## config.mk

```make
export PLATFORM = sky130hd
export DESIGN_NAME = axi_m_port
export DESIGN_NICKNAME = d
export VERILOG_FILES = /design/src/rtl/axi_m_port.sv
export SDC_FILE = /design/constraint.sdc
export NUM_CORES = 1
export LEC_CHECK = 0
export ABC_AREA = 1
export CAP_MARGIN = 20
export CORE_ASPECT_RATIO = 0.9
export CORE_MARGIN = 2
export CORE_UTILIZATION = 50
export DETAILED_ROUTE_END_ITERATION = 8
export PLACE_DENSITY = 0.79
export SLEW_MARGIN = 40
export SYNTH_ARGS = -nofsm -noshare
export SYNTH_HDL_FRONTEND = slang
export SYNTH_HIERARCHICAL = 1
export SYNTH_SLANG_ARGS = --single-unit
```

## constraint.sdc

```tcl
create_clock -name AXI_CLK_i -period 11.4 [get_ports AXI_CLK_i]
set_input_delay 3.42 -clock AXI_CLK_i [delete_from_list [all_inputs] [get_ports AXI_CLK_i]]
set_output_delay 3.42 -clock AXI_CLK_i [all_outputs]
set_load 0.01 [all_outputs]
```

## src/rtl/axi_m_port.sv

```systemverilog
// ---------------------------------------------------------------------------
// axi_m_port -- N_M-master to single-slave AXI port multiplexer.
//
// Purpose:
//   Merges the AR, AW and W request channels of N_M masters onto one slave
//   port and routes the slave's R and B responses back to the master whose
//   index sits in the top bits of the response ID. Every channel is buffered
//   by a registered first-word-fall-through FIFO of DEPTH entries, so an item
//   accepted on one side appears on the other side one cycle later.
//
//   W beats are forwarded in AW-acceptance order: each granted AW pushes the
//   granted master index into a W-order queue, and only the master at the
//   queue head may present W beats. The head is retired on its WLAST beat.
//
// Configuration:
//   AXI_M_PORT_RR_EN  defined   -> round-robin arbitration on AR and AW,
//                                  pointer moves to granted index+1 on grant.
//                     undefined -> fixed priority, lowest master index wins.
//
// Ports:
//   AXI_CLK_i / AXI_RST_i            clock, asynchronous active-low reset
//   m_ar_* / m_aw_* / m_w_*          per-master request channels (packed,
//                                    master 0 in the LSBs), one-hot ready
//   s_ar_* / s_aw_* / s_w_*          merged request channels to the slave
//   s_r_* / s_b_*                    slave responses in
//   m_r_* / m_b_*                    routed responses: per-master valid,
//                                    broadcast data, per-master ready
//
// Handshake rule (all channels): a transfer happens in a cycle where valid
// and ready are both 1. Ready outputs here are combinational; valid outputs
// come straight from FIFO occupancy. Everything is held idle during reset.
// ---------------------------------------------------------------------------
module axi_m_port #(
  parameter int N_M   = 2,
  parameter int DEPTH = 4,
  parameter int ID_W  = 8,
  parameter int AR_W  = 49,
  parameter int W_W   = 37,
  parameter int R_W   = 43,
  parameter int B_W   = 10
) (
  input  logic                AXI_CLK_i,
  input  logic                AXI_RST_i,
  // master request side
  input  logic [N_M-1:0]      m_ar_valid_i,
  input  logic [N_M*AR_W-1:0] m_ar_data_i,
  output logic [N_M-1:0]      m_ar_ready_o,
  input  logic [N_M-1:0]      m_aw_valid_i,
  input  logic [N_M*AR_W-1:0] m_aw_data_i,
  output logic [N_M-1:0]      m_aw_ready_o,
  input  logic [N_M-1:0]      m_w_valid_i,
  input  logic [N_M*W_W-1:0]  m_w_data_i,
  output logic [N_M-1:0]      m_w_ready_o,
  // slave request side
  output logic                s_ar_valid_o,
  output logic [AR_W-1:0]     s_ar_data_o,
  input  logic                s_ar_ready_i,
  output logic                s_aw_valid_o,
  output logic [AR_W-1:0]     s_aw_data_o,
  input  logic                s_aw_ready_i,
  output logic                s_w_valid_o,
  output logic [W_W-1:0]      s_w_data_o,
  input  logic                s_w_ready_i,
  // slave response side
  input  logic                s_r_valid_i,
  input  logic [R_W-1:0]      s_r_data_i,
  output logic                s_r_ready_o,
  input  logic                s_b_valid_i,
  input  logic [B_W-1:0]      s_b_data_i,
  output logic                s_b_ready_o,
  // master response side
  output logic [N_M-1:0]      m_r_valid_o,
  output logic [R_W-1:0]      m_r_data_o,
  input  logic [N_M-1:0]      m_r_ready_i,
  output logic [N_M-1:0]      m_b_valid_o,
  output logic [B_W-1:0]      m_b_data_o,
  input  logic [N_M-1:0]      m_b_ready_i
);

  localparam int MI_W     = (N_M > 1) ? $clog2(N_M) : 1;
  // Master index = top MI_W bits of the ID, which itself sits in the MSBs.
  localparam int R_IDX_HI = (R_W - ID_W) + ID_W - 1;
  localparam int B_IDX_HI = (B_W - ID_W) + ID_W - 1;

  // Returns {found, index}: the first requesting master at or after 'start',
  // wrapping modulo N_M. Scanning backwards lets the lowest offset win.
  function automatic logic [MI_W:0] pick(input logic [N_M-1:0] req, input int start);
    logic [MI_W:0] res;
    int            k;
    res = '0;
    for (int i = N_M - 1; i >= 0; i--) begin
      k = (start + i) % N_M;
      if (req[k]) res = {1'b1, MI_W'(k)};
    end
    return res;
  endfunction

  // ---------------------------------------------------------------- AR path
  int              ar_start;
  logic [MI_W:0]   ar_pick;
  logic [MI_W-1:0] ar_idx;
  logic            ar_go;
  logic            ar_full;

  assign ar_pick      = pick(m_ar_valid_i, ar_start);
  assign ar_idx       = ar_pick[MI_W-1:0];
  assign ar_go        = ar_pick[MI_W] & ~ar_full & AXI_RST_i;
  assign m_ar_ready_o = ar_go ? (N_M'(1) << ar_idx) : '0;

  axi_m_port_fifo #(.W(AR_W), .DEPTH(DEPTH)) u_ar_fifo (
    .clk_i  (AXI_CLK_i),
    .rst_ni (AXI_RST_i),
    .push_i (ar_go),
    .data_i (m_ar_data_i[int'(ar_idx)*AR_W +: AR_W]),
    .pop_i  (s_ar_ready_i),
    .valid_o(s_ar_valid_o),
    .full_o (ar_full),
    .data_o (s_ar_data_o)
  );

  // ---------------------------------------------------------------- AW path
  int              aw_start;
  logic [MI_W:0]   aw_pick;
  logic [MI_W-1:0] aw_idx;
  logic            aw_go;
  logic            aw_full;
  logic            wq_full;

  assign aw_pick      = pick(m_aw_valid_i, aw_start);
  assign aw_idx       = aw_pick[MI_W-1:0];
  // An AW without room to record its W order would lose that order.
  assign aw_go        = aw_pick[MI_W] & ~aw_full & ~wq_full & AXI_RST_i;
  assign m_aw_ready_o = aw_go ? (N_M'(1) << aw_idx) : '0;

  axi_m_port_fifo #(.W(AR_W), .DEPTH(DEPTH)) u_aw_fifo (
    .clk_i  (AXI_CLK_i),
    .rst_ni (AXI_RST_i),
    .push_i (aw_go),
    .data_i (m_aw_data_i[int'(aw_idx)*AR_W +: AR_W]),
    .pop_i  (s_aw_ready_i),
    .valid_o(s_aw_valid_o),
    .full_o (aw_full),
    .data_o (s_aw_data_o)
  );

  // ------------------------------------------------------- arbitration mode
`ifdef AXI_M_PORT_RR_EN
  logic [MI_W-1:0] ar_ptr_q, ar_ptr_d;
  logic [MI_W-1:0] aw_ptr_q, aw_ptr_d;

  always_comb begin
    ar_ptr_d = ar_ptr_q;
    aw_ptr_d = aw_ptr_q;
    if (ar_go) ar_ptr_d = (int'(ar_idx) == N_M - 1) ? '0 : ar_idx + 1'b1;
    if (aw_go) aw_ptr_d = (int'(aw_idx) == N_M - 1) ? '0 : aw_idx + 1'b1;
  end

  always_ff @(posedge AXI_CLK_i or negedge AXI_RST_i) begin
    if (!AXI_RST_i) begin
      ar_ptr_q <= '0;
      aw_ptr_q <= '0;
    end else begin
      ar_ptr_q <= ar_ptr_d;
      aw_ptr_q <= aw_ptr_d;
    end
  end

  assign ar_start = int'(ar_ptr_q);
  assign aw_start = int'(aw_ptr_q);
`else
  assign ar_start = 0;
  assign aw_start = 0;
`endif

  // ------------------------------------------------- W-order queue and W path
  logic            wq_valid;
  logic [MI_W-1:0] wq_head;
  logic            w_open;
  logic            w_acc;
  logic [W_W-1:0]  w_beat;
  logic            w_full;

  axi_m_port_fifo #(.W(MI_W), .DEPTH(DEPTH)) u_wq_fifo (
    .clk_i  (AXI_CLK_i),
    .rst_ni (AXI_RST_i),
    .push_i (aw_go),
    .data_i (aw_idx),
    .pop_i  (w_acc & w_beat[0]),
    .valid_o(wq_valid),
    .full_o (wq_full),
    .data_o (wq_head)
  );

  assign w_open      = wq_valid & ~w_full & AXI_RST_i;
  assign m_w_ready_o = w_open ? (N_M'(1) << wq_head) : '0;
  assign w_beat      = m_w_data_i[int'(wq_head)*W_W +: W_W];
  assign w_acc       = w_open & m_w_valid_i[wq_head];

  axi_m_port_fifo #(.W(W_W), .DEPTH(DEPTH)) u_w_fifo (
    .clk_i  (AXI_CLK_i),
    .rst_ni (AXI_RST_i),
    .push_i (w_acc),
    .data_i (w_beat),
    .pop_i  (s_w_ready_i),
    .valid_o(s_w_valid_o),
    .full_o (w_full),
    .data_o (s_w_data_o)
  );

  // ---------------------------------------------------------------- R path
  logic            r_full;
  logic            r_valid;
  logic [MI_W-1:0] r_idx;
  logic            r_idx_ok;
  logic            r_pop;

  assign s_r_ready_o = ~r_full & AXI_RST_i;
  assign r_idx       = m_r_data_o[R_IDX_HI -: MI_W];
  assign r_idx_ok    = int'(r_idx) < N_M;
  assign m_r_valid_o = (r_valid & r_idx_ok) ? (N_M'(1) << r_idx) : '0;
  // A head addressed to a non-existent master is dropped straight away.
  assign r_pop       = r_idx_ok ? m_r_ready_i[r_idx] : 1'b1;

  axi_m_port_fifo #(.W(R_W), .DEPTH(DEPTH)) u_r_fifo (
    .clk_i  (AXI_CLK_i),
    .rst_ni (AXI_RST_i),
    .push_i (s_r_valid_i & s_r_ready_o),
    .data_i (s_r_data_i),
    .pop_i  (r_pop),
    .valid_o(r_valid),
    .full_o (r_full),
    .data_o (m_r_data_o)
  );

  // ---------------------------------------------------------------- B path
  logic            b_full;
  logic            b_valid;
  logic [MI_W-1:0] b_idx;
  logic            b_idx_ok;
  logic            b_pop;

  assign s_b_ready_o = ~b_full & AXI_RST_i;
  assign b_idx       = m_b_data_o[B_IDX_HI -: MI_W];
  assign b_idx_ok    = int'(b_idx) < N_M;
  assign m_b_valid_o = (b_valid & b_idx_ok) ? (N_M'(1) << b_idx) : '0;
  assign b_pop       = b_idx_ok ? m_b_ready_i[b_idx] : 1'b1;

  axi_m_port_fifo #(.W(B_W), .DEPTH(DEPTH)) u_b_fifo (
    .clk_i  (AXI_CLK_i),
    .rst_ni (AXI_RST_i),
    .push_i (s_b_valid_i & s_b_ready_o),
    .data_i (s_b_data_i),
    .pop_i  (b_pop),
    .valid_o(b_valid),
    .full_o (b_full),
    .data_o (m_b_data_o)
  );

endmodule

// ---------------------------------------------------------------------------
// axi_m_port_fifo -- registered first-word-fall-through FIFO.
//   push_i/data_i  write side; a push while full is ignored (no bypass)
//   pop_i          consume the head; only acts while valid_o is 1
//   valid_o        !empty
//   full_o         DEPTH entries held
//   data_o         head entry, forced to 0 while empty
// Pointers carry one extra wrap bit to tell full from empty.
// ---------------------------------------------------------------------------
module axi_m_port_fifo #(
  parameter int W     = 8,
  parameter int DEPTH = 4
) (
  input  logic         clk_i,
  input  logic         rst_ni,
  input  logic         push_i,
  input  logic [W-1:0] data_i,
  input  logic         pop_i,
  output logic         valid_o,
  output logic         full_o,
  output logic [W-1:0] data_o
);

  localparam int PW = $clog2(DEPTH);

  logic [W-1:0] mem_q [DEPTH];
  logic [PW:0]  wr_q, wr_d;
  logic [PW:0]  rd_q, rd_d;
  logic         empty;
  logic         do_push;
  logic         do_pop;

  assign empty   = (wr_q == rd_q);
  assign full_o  = (wr_q[PW] != rd_q[PW]) && (wr_q[PW-1:0] == rd_q[PW-1:0]);
  assign do_push = push_i & ~full_o;
  assign do_pop  = pop_i & ~empty;
  assign wr_d    = do_push ? wr_q + 1'b1 : wr_q;
  assign rd_d    = do_pop ? rd_q + 1'b1 : rd_q;
  assign valid_o = ~empty;
  assign data_o  = empty ? '0 : mem_q[rd_q[PW-1:0]];

  always_ff @(posedge clk_i or negedge rst_ni) begin
    if (!rst_ni) begin
      wr_q <= '0;
      rd_q <= '0;
    end else begin
      wr_q <= wr_d;
      rd_q <= rd_d;
    end
  end

  always_ff @(posedge clk_i) begin
    if (do_push) mem_q[wr_q[PW-1:0]] <= data_i;
  end

endmodule

```

==> results.cfg <==
[status]
outcome = completed

[worst_setup_path]
crit_start = m_ar_valid_i[0]
cp_max_fo = 51
crit_path_frequent_cell = clkdlybuf4s50_1
crit_slowest_cell = clkdlybuf4s50_1
crit_buf_inv = 4
critical_path_cell_count = 6
rrSetupSlack_ps = 7420
setup.worst_path.class = in2out
r2r_cells = 17
r2r-end = u_w_fifo/mem_q[3][21]
crit_arrival_ps = 5720
startpoint_type = input pin
path_cells = clkdlybuf4s50_1, inv_2, buf_4, nand2_4, nor2_1, clkdlybuf4s50_1
slowest_delay_ps = 550
cp-endpoint = m_ar_ready_o[1]
required_ps = 7980
r2r-start = u_wq_fifo/wr_q[1]
crit_family = buffers and inverters
worstSetupEndpointType = primary output

[cts]
ctsHoldBuffers = 0
worstSkewPairLatency_ps = 620
cts_buffers = 78
post_cts.resized_instances = 0
cts_sinks = 792
cts.clk_slew.worst_paths_ps = 60
root_buffer = clkbuf_16
h-tree-depth = 3
cts_tree = yes
cts_buffer_depth = 3
cts_setup_buffers = 0

[global_routing]
grt_first_pass_wirelength_um = 121000
grt_start_max_net_pins = 103
grt_usage_pct = 21.5
overflow = 0
grt_pass1_vias = 23182
antenna_found_initial = 0

[routing]
via_count = 24108
vias_per_cell = 5.08
post-route-drc-count = 0
dr.pass1.iters = 5
wire_per_inst_um = 16.5
dr.first_iter.drc_count = 1921
drtAntennaViolNets = 0
drt_wl_total_um = 78400

[power_and_ir_drop]
swShare_pct = 37.3
p_int_mw = 7.28
ir_drop_uv = 182
power_density_mw_per_mm2 = 270
seq_power_share_pct = 34.8
comb_power_share_pct = 44.3
switchingPower_mw = 4.33
power_mw = 11.6
clockPowerShare_pct = 20.9
p_leak_nw = 16.9

[timing]
worstMarginPinSlew_ps = 808
min_period_over_period_pct = 80.2
clock.fmax_ghz = 0.109
setup_viol = 0
rsz0062_at_grt = no
hold_violations = 0
hold_ws_ps = 516
post-route-min-period_ps = 9140
slew_violations = 0
setup_tns_ps = 0
fin_worst_skew_ps = 24.5
slew_headroom_pct = 46.2
fin_ws_ps = 2260

[placement]
place.gp.congestion = 0.773
place_area_mm2 = 0.0406
dp_cells = 4600
port_buffers = 542
dp_slack_ps = 2290
dpl.hpwl_um = 47100

[run]
drv_cap = 0

[floorplan]
start_util_pct = 50.6
die_h_um = 254
row_count = 91
dieWidth_um = 282
dieArea_mm2 = 0.0716
core-area_mm2 = 0.0687
io_pins = 543

[yosys]
yosys_warnings = 6
syn-cell-area_mm2 = 0.0347
synth_cell_types = 30
postSynthCellCount = 3274
ys_ff_latch = 792
seq_area_frac_synth_pct = 68.0
syn_area_per_cell_um2 = 10.6
syn_nets = 3644

[worst_hold_path]
hold_path.class = reg2reg

[finish]
layout_common_cells = 756 x edfxtp_1, 693 x nand2_1, 582 x nor2_1
layout-drive-gt1-share_pct = 6.22
syn2layout_area_growth_pct = 23.8
final-instance-count-excl-fill = 4743
final_common_cell = edfxtp_1
fin_util_pct = 62.6
fin_area_mm2 = 0.0430
final_nets = 4120
power groups by stage:
| stage | combinational, mW | sequential (mW) | clock [mW] |
|---|---|---|---|
| finish | 5.15 | 4.04 | 2.43 |
| global route | 5.73 | 4.08 | 2.59 |
| CTS | 5.20 | 4.04 | 2.47 |
| detailed placement | 5.17 | 4.10 | 0 |
| global placement | 5.04 | 4.10 | 0 |
| floorplan | 3.08 | 4.04 | 0 |
final cells by class:
type / instances / area (µm²)
fillers: 5214 / 25700
flip-flops and latches: 792 / 23600
multi-input cells: 2027 / 9040
repair buffers: 574 / 5700
clock buffers: 93 / 2040
well taps: 930 / 1160
inverters: 277 / 1040
clock inverters: 48 / 384
diodes: 2 / 5.00
cells in the mapped netlist:
| cell | n | share of area, % |
|---|---|---|
| dfrtp_1 | 36 | 2.6 |
| inv_1 | 254 | 2.7 |
| nor3b_1 | 2 | 0.043 |
| buf_8 | 3 | 0.13 |
| o21ai_1 | 155 | 2.2 |
| ha_1 | 30 | 1.1 |
| o21ai_0 | 414 | 6.0 |
| nor2_4 | 1 | 0.032 |
| buf_6 | 35 | 1.1 |
| nand3_1 | 88 | 1.3 |
| nand3_2 | 8 | 0.23 |
| nand2_4 | 3 | 0.097 |
| clkbuf_2 | 9 | 0.13 |
| inv_6 | 1 | 0.025 |
| or2_2 | 1 | 0.018 |
| buf_12 | 2 | 0.12 |
| nand3_4 | 3 | 0.15 |
| o22ai_1 | 1 | 0.018 |
| buf_4 | 18 | 0.39 |
| buf_1 | 6 | 0.065 |
| xnor2_2 | 1 | 0.047 |
| edfxtp_1 | 756 | 65 |
| nor2_1 | 597 | 6.5 |
| inv_2 | 22 | 0.24 |
| xor2_1 | 8 | 0.20 |
| nand2_2 | 18 | 0.32 |
| nand2_1 | 694 | 7.5 |
| clkbuf_1 | 44 | 0.48 |
| nor2_2 | 3 | 0.054 |
| buf_2 | 61 | 0.88 |
worst min-delay path, delay by kind of cell, from the launching register on:
kind	cells	cell delay (ps)
simple gates	2	110
flops	1	380
state kept, by name, summed over array words and instances (netlist names), 4 cells and up:
signal	cells
u_ar_fifo/mem_q	196
u_aw_fifo/mem_q	196
u_r_fifo/mem_q	172
u_w_fifo/mem_q	148
u_b_fifo/mem_q	40
u_wq_fifo/mem_q	4
cell families (layout without fill, tap and decap cells):
logic type	Yosys count	after routing	share of synthesized area, %
DFF	792	792	68.0
and+or+nand+nor	1418	1418	16.2
adders and majority gates	30	30	1.08
xor gates and xnor gates	9	9	0.249
other	0	2	0
AOI/OAI and AO/OA	570	570	8.22
buffers and inverters	455	992	6.33
worst min path at each step:
| stage | from | to | slack [ps] | cells after the start |
|---|---|---|---|---|
| floorplan | u_ar_fifo/wr_q[2] | u_ar_fifo/wr_q[2] | 480 | 2 |
| global placement | u_aw_fifo/wr_q[2] | u_aw_fifo/wr_q[2] | 500 | 2 |
| finish | u_r_fifo/wr_q[2] | u_r_fifo/wr_q[2] | 520 | 2 |
| detailed placement | u_r_fifo/wr_q[2] | u_r_fifo/wr_q[2] | 500 | 2 |
| CTS | u_r_fifo/wr_q[2] | u_r_fifo/wr_q[2] | 520 | 2 |
| global route | u_r_fifo/wr_q[2] | u_r_fifo/wr_q[2] | 530 | 2 |
routing by layer:
metal | GRT usage [%] | wire [µm] | share of wire (%)
met1 | 27.2 | 32000 | 41
met2 | 37.6 | 39300 | 50
met3 | 4.14 | 5070 | 6.5
met4 | 6.49 | 2020 | 2.6
met5 | 0 | 0 | 0
No activity file was read; power rests on OpenSTA's default activity.
